===== src/rtl/clock_pkg.sv =====
// Shared definitions for the BCD clock timer: control codes, FSM states,
// digit limits, bus field offsets and the BCD increment helpers.
package clock_pkg;

  // Control codes arriving from the push-button block.
  localparam logic [3:0] ST_RESET = 4'd0;
  localparam logic [3:0] ST_SET   = 4'd1;
  localparam logic [3:0] ST_LOAD  = 4'd2;
  localparam logic [3:0] ST_START = 4'd3;
  localparam logic [3:0] ST_IDLE  = 4'd4;

  // Internal clock FSM.
  typedef enum logic [1:0] {
    HOLD = 2'd0,
    SET  = 2'd1,
    RUN  = 2'd2
  } fsm_t;

  // Digit maxima; the hour pair uses its own 12-hour limit.
  localparam logic [3:0] MAX_UNITS  = 4'd9;
  localparam logic [3:0] MAX_TENS   = 4'd5;
  localparam logic [7:0] HOUR_LIMIT = 8'h12;

  // LSB positions of each digit on the 24-bit hh:mm:ss bus.
  localparam int HT_LSB = 20;
  localparam int HU_LSB = 16;
  localparam int MT_LSB = 12;
  localparam int MU_LSB = 8;
  localparam int ST_LSB = 4;
  localparam int SU_LSB = 0;

  // One BCD digit step: anything at or above the maximum (illegal codes
  // included) rolls to zero.
  function automatic logic [3:0] digit_inc(input logic [3:0] d, input logic [3:0] max);
    return (d >= max) ? 4'd0 : d + 4'd1;
  endfunction

  // Two-digit hour step on a 12-hour dial: 12 and anything above go to 01,
  // a units digit of 9 or more carries into the tens, 00 becomes 01.
  function automatic logic [7:0] hour_inc(input logic [7:0] h);
    logic [7:0] r;
    if (h >= HOUR_LIMIT) begin
      r = 8'h01;
    end else if (h[3:0] >= MAX_UNITS) begin
      // Only reachable with tens = 0 below the limit: 09 (or 0A-0F) -> 10.
      r = {h[7:4] + 4'd1, 4'd0};
    end else begin
      // Covers 00 -> 01 as well as the ordinary +1 cases.
      r = h + 8'd1;
    end
    return r;
  endfunction

endpackage


===== src/rtl/bcd_digit_counter.sv =====
// Single BCD digit with clear, parallel load and ripple carry.
module bcd_digit_counter
  import clock_pkg::*;
#(
  parameter logic [3:0] MAX = MAX_UNITS
) (
  input  logic       clk,
  input  logic       rst_n,
  input  logic       clear,
  input  logic       load,
  input  logic [3:0] load_value,
  input  logic       carry_in,
  output logic [3:0] digit,
  output logic       carry_out
);

  // Carry ripples on when this digit wraps.
  assign carry_out = carry_in && (digit >= MAX);

  // Digit register: clear beats load beats count.
  always_ff @(posedge clk or negedge rst_n) begin
    if (!rst_n) begin
      digit <= 4'd0;
    end else if (clear) begin
      digit <= 4'd0;
    end else if (load) begin
      digit <= load_value;
    end else if (carry_in) begin
      digit <= digit_inc(digit, MAX);
    end
  end

endmodule


===== src/rtl/bcd_clock_timer.sv =====
// 12-hour BCD timekeeping core driven by the control block's state code.
// Optional dose alarm compiled in with `define ALARM_EN.
//
// Handshake note: there is no valid/ready pair here. The control code is
// level-based; it is registered once and the registered code is decoded
// each cycle, so a code takes effect on the edge after it is sampled.
module bcd_clock_timer
  import clock_pkg::*;
#(
  parameter int TICKS_PER_SEC = 50_000_000
) (
  input  logic        clk,
  input  logic        rst_n,
  input  logic [3:0]  state,
  input  logic [23:0] time_in,
`ifdef ALARM_EN
  input  logic [23:0] alarm_time,
  output logic        alarm,
`endif
  output logic [23:0] time_out,
  output logic        running,
  output logic        sec_tick
);

  localparam int          PW   = (TICKS_PER_SEC > 2) ? $clog2(TICKS_PER_SEC) : 1;
  localparam logic [PW-1:0] TERM = PW'(TICKS_PER_SEC - 1);

  logic [3:0]    code_q;
  fsm_t          fsm_state;
  fsm_t          fsm_next;
  logic          do_clear;
  logic          do_load;
  logic          do_start;
  logic          do_count;
  logic          tick_now;
  logic [PW-1:0] prescaler;
  logic [7:0]    hour;
  logic [3:0]    su, st, mu, mt;
  logic          su_carry, st_carry, mu_carry, mt_carry;

  // Register the incoming control code.
  always_ff @(posedge clk or negedge rst_n) begin
    if (!rst_n) begin
      code_q <= ST_RESET;
    end else begin
      code_q <= state;
    end
  end

  // FSM state register.
  always_ff @(posedge clk or negedge rst_n) begin
    if (!rst_n) begin
      fsm_state <= HOLD;
    end else begin
      fsm_state <= fsm_next;
    end
  end

  // Decode the registered code into the next FSM state and datapath strobes.
  always_comb begin
    fsm_next = fsm_state;
    do_clear = 1'b0;
    do_load  = 1'b0;
    do_start = 1'b0;
    // Time only advances in RUN, and a clear on the terminal cycle wins.
    do_count = (fsm_state == RUN) && (code_q != ST_RESET);
    case (code_q)
      ST_RESET: begin
        fsm_next = HOLD;
        do_clear = 1'b1;
      end
      ST_SET: begin
        if (fsm_state != RUN) begin
          fsm_next = SET;
          do_load  = 1'b1;
        end
      end
      ST_LOAD: begin
        if (fsm_state != RUN) begin
          fsm_next = HOLD;
        end
      end
      ST_START: begin
        fsm_next = RUN;
        // Re-asserting start while running leaves the prescaler alone.
        if (fsm_state != RUN) begin
          do_start = 1'b1;
        end
      end
      default: begin
        fsm_next = fsm_state;
      end
    endcase
  end

  assign tick_now = do_count && (prescaler == TERM);
  assign running  = (fsm_state == RUN);

  // One-second prescaler: zeroed on clear or RUN entry, wraps at terminal count.
  always_ff @(posedge clk or negedge rst_n) begin
    if (!rst_n) begin
      prescaler <= '0;
    end else if (do_clear || do_start) begin
      prescaler <= '0;
    end else if (do_count) begin
      prescaler <= tick_now ? '0 : prescaler + 1'b1;
    end
  end

  // Tick pulse lands on the same edge as the time increment.
  always_ff @(posedge clk or negedge rst_n) begin
    if (!rst_n) begin
      sec_tick <= 1'b0;
    end else begin
      sec_tick <= tick_now;
    end
  end

  bcd_digit_counter #(.MAX(MAX_UNITS)) u_sec_units (
    .clk(clk), .rst_n(rst_n), .clear(do_clear), .load(do_load),
    .load_value(time_in[SU_LSB +: 4]), .carry_in(tick_now),
    .digit(su), .carry_out(su_carry)
  );

  bcd_digit_counter #(.MAX(MAX_TENS)) u_sec_tens (
    .clk(clk), .rst_n(rst_n), .clear(do_clear), .load(do_load),
    .load_value(time_in[ST_LSB +: 4]), .carry_in(su_carry),
    .digit(st), .carry_out(st_carry)
  );

  bcd_digit_counter #(.MAX(MAX_UNITS)) u_min_units (
    .clk(clk), .rst_n(rst_n), .clear(do_clear), .load(do_load),
    .load_value(time_in[MU_LSB +: 4]), .carry_in(st_carry),
    .digit(mu), .carry_out(mu_carry)
  );

  bcd_digit_counter #(.MAX(MAX_TENS)) u_min_tens (
    .clk(clk), .rst_n(rst_n), .clear(do_clear), .load(do_load),
    .load_value(time_in[MT_LSB +: 4]), .carry_in(mu_carry),
    .digit(mt), .carry_out(mt_carry)
  );

  // Hour pair kept inline because of the 12 -> 01 wrap.
  always_ff @(posedge clk or negedge rst_n) begin
    if (!rst_n) begin
      hour <= 8'h00;
    end else if (do_clear) begin
      hour <= 8'h00;
    end else if (do_load) begin
      hour <= time_in[HU_LSB +: 8];
    end else if (mt_carry) begin
      hour <= hour_inc(hour);
    end
  end

  assign time_out = {hour, mt, mu, st, su};

`ifdef ALARM_EN
  logic [23:0] time_next;

  // Value the time bus will hold after this edge's increment.
  always_comb begin
    time_next = time_out;
    time_next[SU_LSB +: 4] = tick_now ? digit_inc(su, MAX_UNITS) : su;
    time_next[ST_LSB +: 4] = su_carry ? digit_inc(st, MAX_TENS)  : st;
    time_next[MU_LSB +: 4] = st_carry ? digit_inc(mu, MAX_UNITS) : mu;
    time_next[MT_LSB +: 4] = mu_carry ? digit_inc(mt, MAX_TENS)  : mt;
    time_next[HU_LSB +: 8] = mt_carry ? hour_inc(hour)           : hour;
  end

  // Sticky dose alarm: set by an increment that lands on alarm_time.
  always_ff @(posedge clk or negedge rst_n) begin
    if (!rst_n) begin
      alarm <= 1'b0;
    end else if (do_clear) begin
      alarm <= 1'b0;
    end else if (tick_now && (time_next == alarm_time)) begin
      alarm <= 1'b1;
    end else if (code_q == ST_SET) begin
      alarm <= 1'b0;
    end
  end
`endif

endmodule

===== config.mk =====
export PLATFORM = sky130hd
export DESIGN_NAME = bcd_clock_timer
export DESIGN_NICKNAME = d
export VERILOG_FILES = /design/src/rtl/clock_pkg.sv /design/src/rtl/bcd_digit_counter.sv /design/src/rtl/bcd_clock_timer.sv
export SDC_FILE = /design/constraint.sdc
export NUM_CORES = 1
export LEC_CHECK = 0
export BUFFER_PORTS_ARGS = -buffer_cell sky130_fd_sc_hd__buf_2
export CAP_MARGIN = 15
export CORE_MARGIN = 3
export CORE_UTILIZATION = 38
export DETAILED_ROUTE_END_ITERATION = 10
export PLACE_DENSITY = 0.57
export REMOVE_ABC_BUFFERS = 1
export SYNTH_ARGS = -nofsm -noshare
export SYNTH_HDL_FRONTEND = slang
export SYNTH_SLANG_ARGS = --single-unit

===== constraint.sdc =====
create_clock -name clk -period 4.4 [get_ports clk]
set_input_delay 0 -clock clk [delete_from_list [all_inputs] [get_ports clk]]
set_output_delay 0 -clock clk [all_outputs]
set_load 0.05 [all_outputs]

; ---- Word-level counts from Yosys, hierarchy flattened
; Index checks and enable logic that the tools add are counted.
[classes]
addsub = 7
magnitude_cmp = 6
n_eq_ne = 8
muxes = 31
n_reduce_logical = 17
[ops]
columns = operator, n
row1 = $mux 26, 3
row2 = $mux 4, 16
row3 = $mux 8, 5
row4 = $add 26x1->26 const B, 1
row5 = $eq 26x26->1 const B, 1
row6 = $add 4x1->4 const B, 5
row7 = $reduce_bool 3->1, 5
row8 = $ge 4x4->1 const B, 3
row9 = $add 8x1->8 const B, 1
row10 = $eq 4x2->1 const B, 2
row11 = $ge 4x3->1 const B, 2
row12 = $ge 8x5->1 const B, 1
row13 = $pmux 2 s4, 1
row14 = $reduce_bool 4->1, 2
row15 = $logic_and 1x1->1, 6
row16 = $ne 2x2->1 const B, 3
row17 = $eq 4x1->1 const B, 1
row18 = $logic_not 4->1, 1
row19 = $mux 1, 4
row20 = $mux 2, 2
row21 = $reduce_and 3->1, 1
row22 = $eq 2x2->1 const B, 1
row23 = $reduce_bool 2->1, 1
row24 = $logic_or 1x1->1, 1
[word_totals]
regBits = 57
output_inout_bits = 26
word_cells = 78

; ---- Depth between registers and ports, before layout
[logic_depth]
depth_word = 10
ltp_mapped = 9
mapped_depth_nobuf = 8

; ---- Hierarchy
; From an unflattened synthesis, not the netlist that was laid out.
[hier_totals]
cells_unflattened = 386
hier_area_um2 = 3651.0
[by_module_without_submodules]
columns = module, instances, cells_each, area_per_inst_um2, seq_area_each_um2
row1 = bcd_clock_timer, 1, 254, 2364.8, 1026.0
row2 = bcd_digit_counter at u_min_units ..., 2, 35, 334.1, 100.1
row3 = bcd_digit_counter at u_min_tens ..., 2, 31, 309.0, 100.1

; ---- Least setup slack after synthesis
; OpenSTA, ideal clock, no wires.
[synth_path]
path_kind = register to register
start = register fsm_state[0]
end = register hour[4]
arrival_time_ps = 2357
t_required_ps = 4274
setup_slack_ps = 1917
stages_incl_launch_ff = 8
synth_period_minus_slack_ps = 2483
cell_sequence = dfrtp_1 -> nor2b_1 -> clkbuf_1 -> nand2b_1 -> nor4b_4 -> a31oi_1 -> buf_2 -> o32a_1
[synth_between]
elab_chain_cells = 8
elab_cells_between_ends = 13
cone_classes = eq/ne (2) / mux (4) / reduce/logical (7)
[synth_lines]
columns = element, line
row1 = start: declaration, bcd_clock_timer.sv:29  ; fsm_t fsm_state;
row2 = start signal: assignment, bcd_clock_timer.sv:55  ; fsm_state <= fsm_next;
row3 = $eq 2x2->1, -
row4 = via running, bcd_clock_timer.sv:21  ; output logic running,
row5 = $logic_and 1x1->1, bcd_clock_timer.sv:66  ; do_count = (fsm_state == RUN) && (code_q != ST_RESET);
row6 = $logic_and 1x1->1, bcd_clock_timer.sv:96  ; assign tick_now = do_count && (prescaler == TERM);
row7 = $logic_and 1x1->1 (4 in a row), bcd_digit_counter.sv:18  ; assign carry_out = carry_in && (digit >= MAX);
row8 = $reduce_bool 3->1 (no line), -
row9 = end signal: assignment, bcd_clock_timer.sv:150  ; hour <= time_in[HU_LSB +: 8];
row10 = end signal: assignment, bcd_clock_timer.sv:152  ; hour <= hour_inc(hour);
row11 = end: declaration, bcd_clock_timer.sv:37  ; logic [7:0] hour;
; The timed path passes the listed nets, and every way through them passes these cells.
; A chain may end at the register's enable or synchronous reset.

; ---- Worst setup path in the final report
[layout_path]
start = register prescaler[7]
end = register prescaler[14]
[layout_between]
elab_chain_cells = 5
elab_cells_between_ends = 6
cone_classes = add/sub (1) / eq/ne (1) / mux (3) / reduce/logical (1)
[layout_lines]
columns = element, line
row1 = start: declaration, bcd_clock_timer.sv:36  ; logic [PW-1:0] prescaler;
row2 = start signal: assignment, bcd_clock_timer.sv:106  ; prescaler <= tick_now ? '0 : prescaler + 1'b1;
row3 = branches (longest 2 deep; another with $add 26x1->26), -
row4 = $mux 26 (*), bcd_clock_timer.sv:106
row5 = $mux 26 (*), bcd_clock_timer.sv:105  ; end else if (do_count) begin
row6 = $mux 26 (*), bcd_clock_timer.sv:103  ; end else if (do_clear || do_start) begin
; Mark *: on every way between the ends. The select of a mux whose other input is x is not followed.

==> metrics.txt <==
first-pass GRT wire length=14200 um; hold path cells=4; DRT Wirelength=8420 um; Total GRT Usage=0.174; CP startpoint kind=register; vias in the first global route=2912; CTS tree=yes; Synth area leader=dfrtp_1; Crit path max-delay family=simple AND/OR/NAND/NOR gates; crit path DAT=3.09 ns; Crit. End Element=register; post-synthesis mux area share=0.0223; Syn Area/Cell=8.88 sq um; Max-Cap Viols=0; leak pwr=1.92 nW; YS warnings=0; post-CTS sizing=0; Final setup viols=0; setup tns final=0 ns; PD cells=565 mW/mm^2; actual slew at the worst max-slew pin=0.911 ns; fraction of layout cells with a size suffix above 1=0.195; Async S/R FF share, synth=1.00; CP Class=register to register; critical path's slowest cell=o21bai_1; Max Fanout on Critical Path=18; Post-Synth Adder-Cell Area=0.0706; Max Buffers Root-to-Sink=2; Final period util=0.654; FF-to-FF path depth=6; flip-flop and latch area=0.00143 sq mm; most numerous cell in the Yosys netlist=dfrtp_1; IO Count=56; post-synth cell types=51; Commonest cells post-synth=57 x dfrtp_1, 48 x o21ai_0, 44 x nor2_1; Min-Delay Endpoint=hour[5]; first-pass iteration count of the detailed router=5; Synth Area in Compound Gates=0.211; status=finished, final reports clean; core area=0.00842 sq mm; Final ANT Viol Nets=0; mean number of vias per cell=5.44; Multi-input gate area=0.00183 sq mm; skew final=0.0110 ns; Die X=100 um; post-synthesis sequential area ratio=0.424; Final Max Slew Viols=0; flops & latches, synth=57; port bufs=55; Post-Synth Simple-Gate Area=0.224; initial antenna violation count=0; slew margin rel.=0.390; Die Span Y=100 um; Initial Utilization=0.400; Synth area leaders=dfrtp_1 42%, o21ai_0 7.1%, ha_1 7.1%, nor2_1 4.9%, nand2_1 3.8%; VDD IR max=0.197 mV; design area=0.00418 sq mm; Final Hold Viols=0; XOR/XNOR Fraction of Synth Area=0.0130; Area growth syn-to-layout=24.1%; HP Class=input port to register; CTS Root Cell=clkbuf_8; DR iter-0 viols=102; filler cell count=787; Critical R2R Launch=prescaler[7]; CTS H-Tree Depth=3; # nets final=506; Worst-Skew Late Latency=0.34 ns; Num CTS Buffers=9; largest net degree at the start of global routing=58; RD Place Congestion=0.798; routed vias=3083; slowest stage delay, CP=0.66 ns; crit-path cells=or4b_1 > or4_4 > o21bai_1 > buf_4 > nor2_1 > a221o_1; placed inst area=0.00377 sq mm; Yosys top cell area share=0.424; r2r endpoint=prescaler[14]; Final min period=2.88 ns; DP HPWL=5720 um; maximum clock frequency=348 MHz; unrepaired setup endpoints after global routing=false; Worst Hold Launch=time_in[21]; DRC errors left=0; Post-Syn Area=0.00337 sq mm; Worst Path Required=4.62 ns; R2R Setup Slk=1.52 ns; Post-Syn Instances=379; Most used DFF post-synth=dfrtp_1; EDFF count, synth=0; die area=0.0100 sq mm; clk slew on worst S/H paths=0.07 ns; # rows=33; CP bufs+invs=1; clock sinks=57; Antenna diodes=0; largest family of logic cells by synthesized area=simple AND/OR/NAND/NOR gates; Remaining Overflow, GRT=0; WL/cell=14.9 um
==> final cells by class <==
class	count	share of cell area
clock buffers	10	0.0305
flip-flops and latches	57	0.341
clock inverters	6	0.0198
well taps	105	0.0314
inverters	16	0.0144
multi-input cells	292	0.439
repair buffers	81	0.124
==> worst max-delay path by stage <==
stage	start	end	cells after the start
final	prescaler[7]	prescaler[14]	6
after global routing	prescaler[7]	prescaler[20]	7
after CTS	prescaler[7]	prescaler[14]	6
after detailed placement	prescaler[7]	prescaler[14]	6
after global placement	prescaler[7]	prescaler[14]	6
after floorplan	fsm_state[1]	u_sec_tens.digit[2]	6
==> cells in the final DEF, fill, tap and decap left out, types with 3 or more instances in the layout <==
cell           synthesis  routed
nand3_1               13      13
clkbuf_8               0       9
o31ai_1                6       6
buf_2                  5      55
and4_1                 3       3
a31oi_1                8       8
nor2_1                44      44
dfrtp_1               57      57
ha_1                  19      19
buf_4                  0       7
nor2b_1                8       8
nand2_1               34      34
o21ai_1                3       3
a22oi_1                6       6
dlygate4sd3_1          0      19
o21ai_0               48      48
a32oi_1                3       3
a22o_1                 8       8
mux2i_1                3       3
nand4_1                9       9
nand2b_1               7       7
a21oi_1               17      17
clkinv_2               0       3
a21boi_0               3       3
mux2_2                 4       4
or2_2                  3       3
and3_1                 8       8
inv_1                 16      16
xor2_1                 4       4
==> repair_timing <==
| item | 4_1_cts | 5_1_grt |
|---|---|---|
| endpoints found under the hold margin | 75 | 0 |
| hold buffers | 19 | 0 |
| setup endpoints to repair | 0 | 0 |
| buffers inserted | 0 | 0 |
==> sequential cells by signal (all words and copies together), names as in the netlist <==
name / flops
u_min_units.digit: 4
hour: 8
u_sec_tens.digit: 4
code_q: 4
prescaler: 26
u_sec_units.digit: 4
fsm_state: 2
u_min_tens.digit: 4
sec_tick: 1
==> tightest hold or removal path, cell delays in order <==
cell,delay [ns]
buf_2,0.08
nand2_1,0.04
o21ai_0,0.07
a22o_1,0.13
==> cell families (layout without fill, tap and decap cells) <==
group                    Yosys count  in the layout
AND/OR/NAND/NOR                  146            146
AO/OA/AOI/OAI                    115            115
adder cells (fa/ha/maj)           19             19
buffers and inverters             30            113
flip-flops                        57             57
XOR/XNOR                           5              5
multiplexers                       7              7
==> per-layer routing <==
layer,vias to the layer above,wire [um],track usage
met5,-,0,0
met4,0,40,0.0435
met3,4,386,0.0410
met2,70,3910,0.277
met1,1479,4090,0.241
li1,1530,-,-
==> power by group <==
part | internal, mW | leakage [nW] | switching, mW
Sequential | 0.627 | 0.752 | 0.147
Combinational | 0.333 | 1.06 | 0.714
Clock | 0.316 | 0.106 | 0.223
==> stage by stage <==
| stage | setup slack (ns) | hold slack (ns) | cells | utilization | total power [mW] |
|---|---|---|---|---|---|
| finish | 1.52 | 0.0134 | 567 | 0.496 | 2.36 |
| global placement | 1.58 | 0.109 | 531 | 0.448 | 1.80 |
| detailed placement | 1.53 | 0.109 | 531 | 0.448 | 1.82 |
| CTS | 1.52 | 0.00263 | 566 | 0.495 | 2.38 |
| global route | 1.28 | 0.0357 | 567 | 0.496 | 2.54 |
| floorplan | 1.12 | -0.296 | 365 | - | 1.53 |
(Power assumes the default switching activity.)
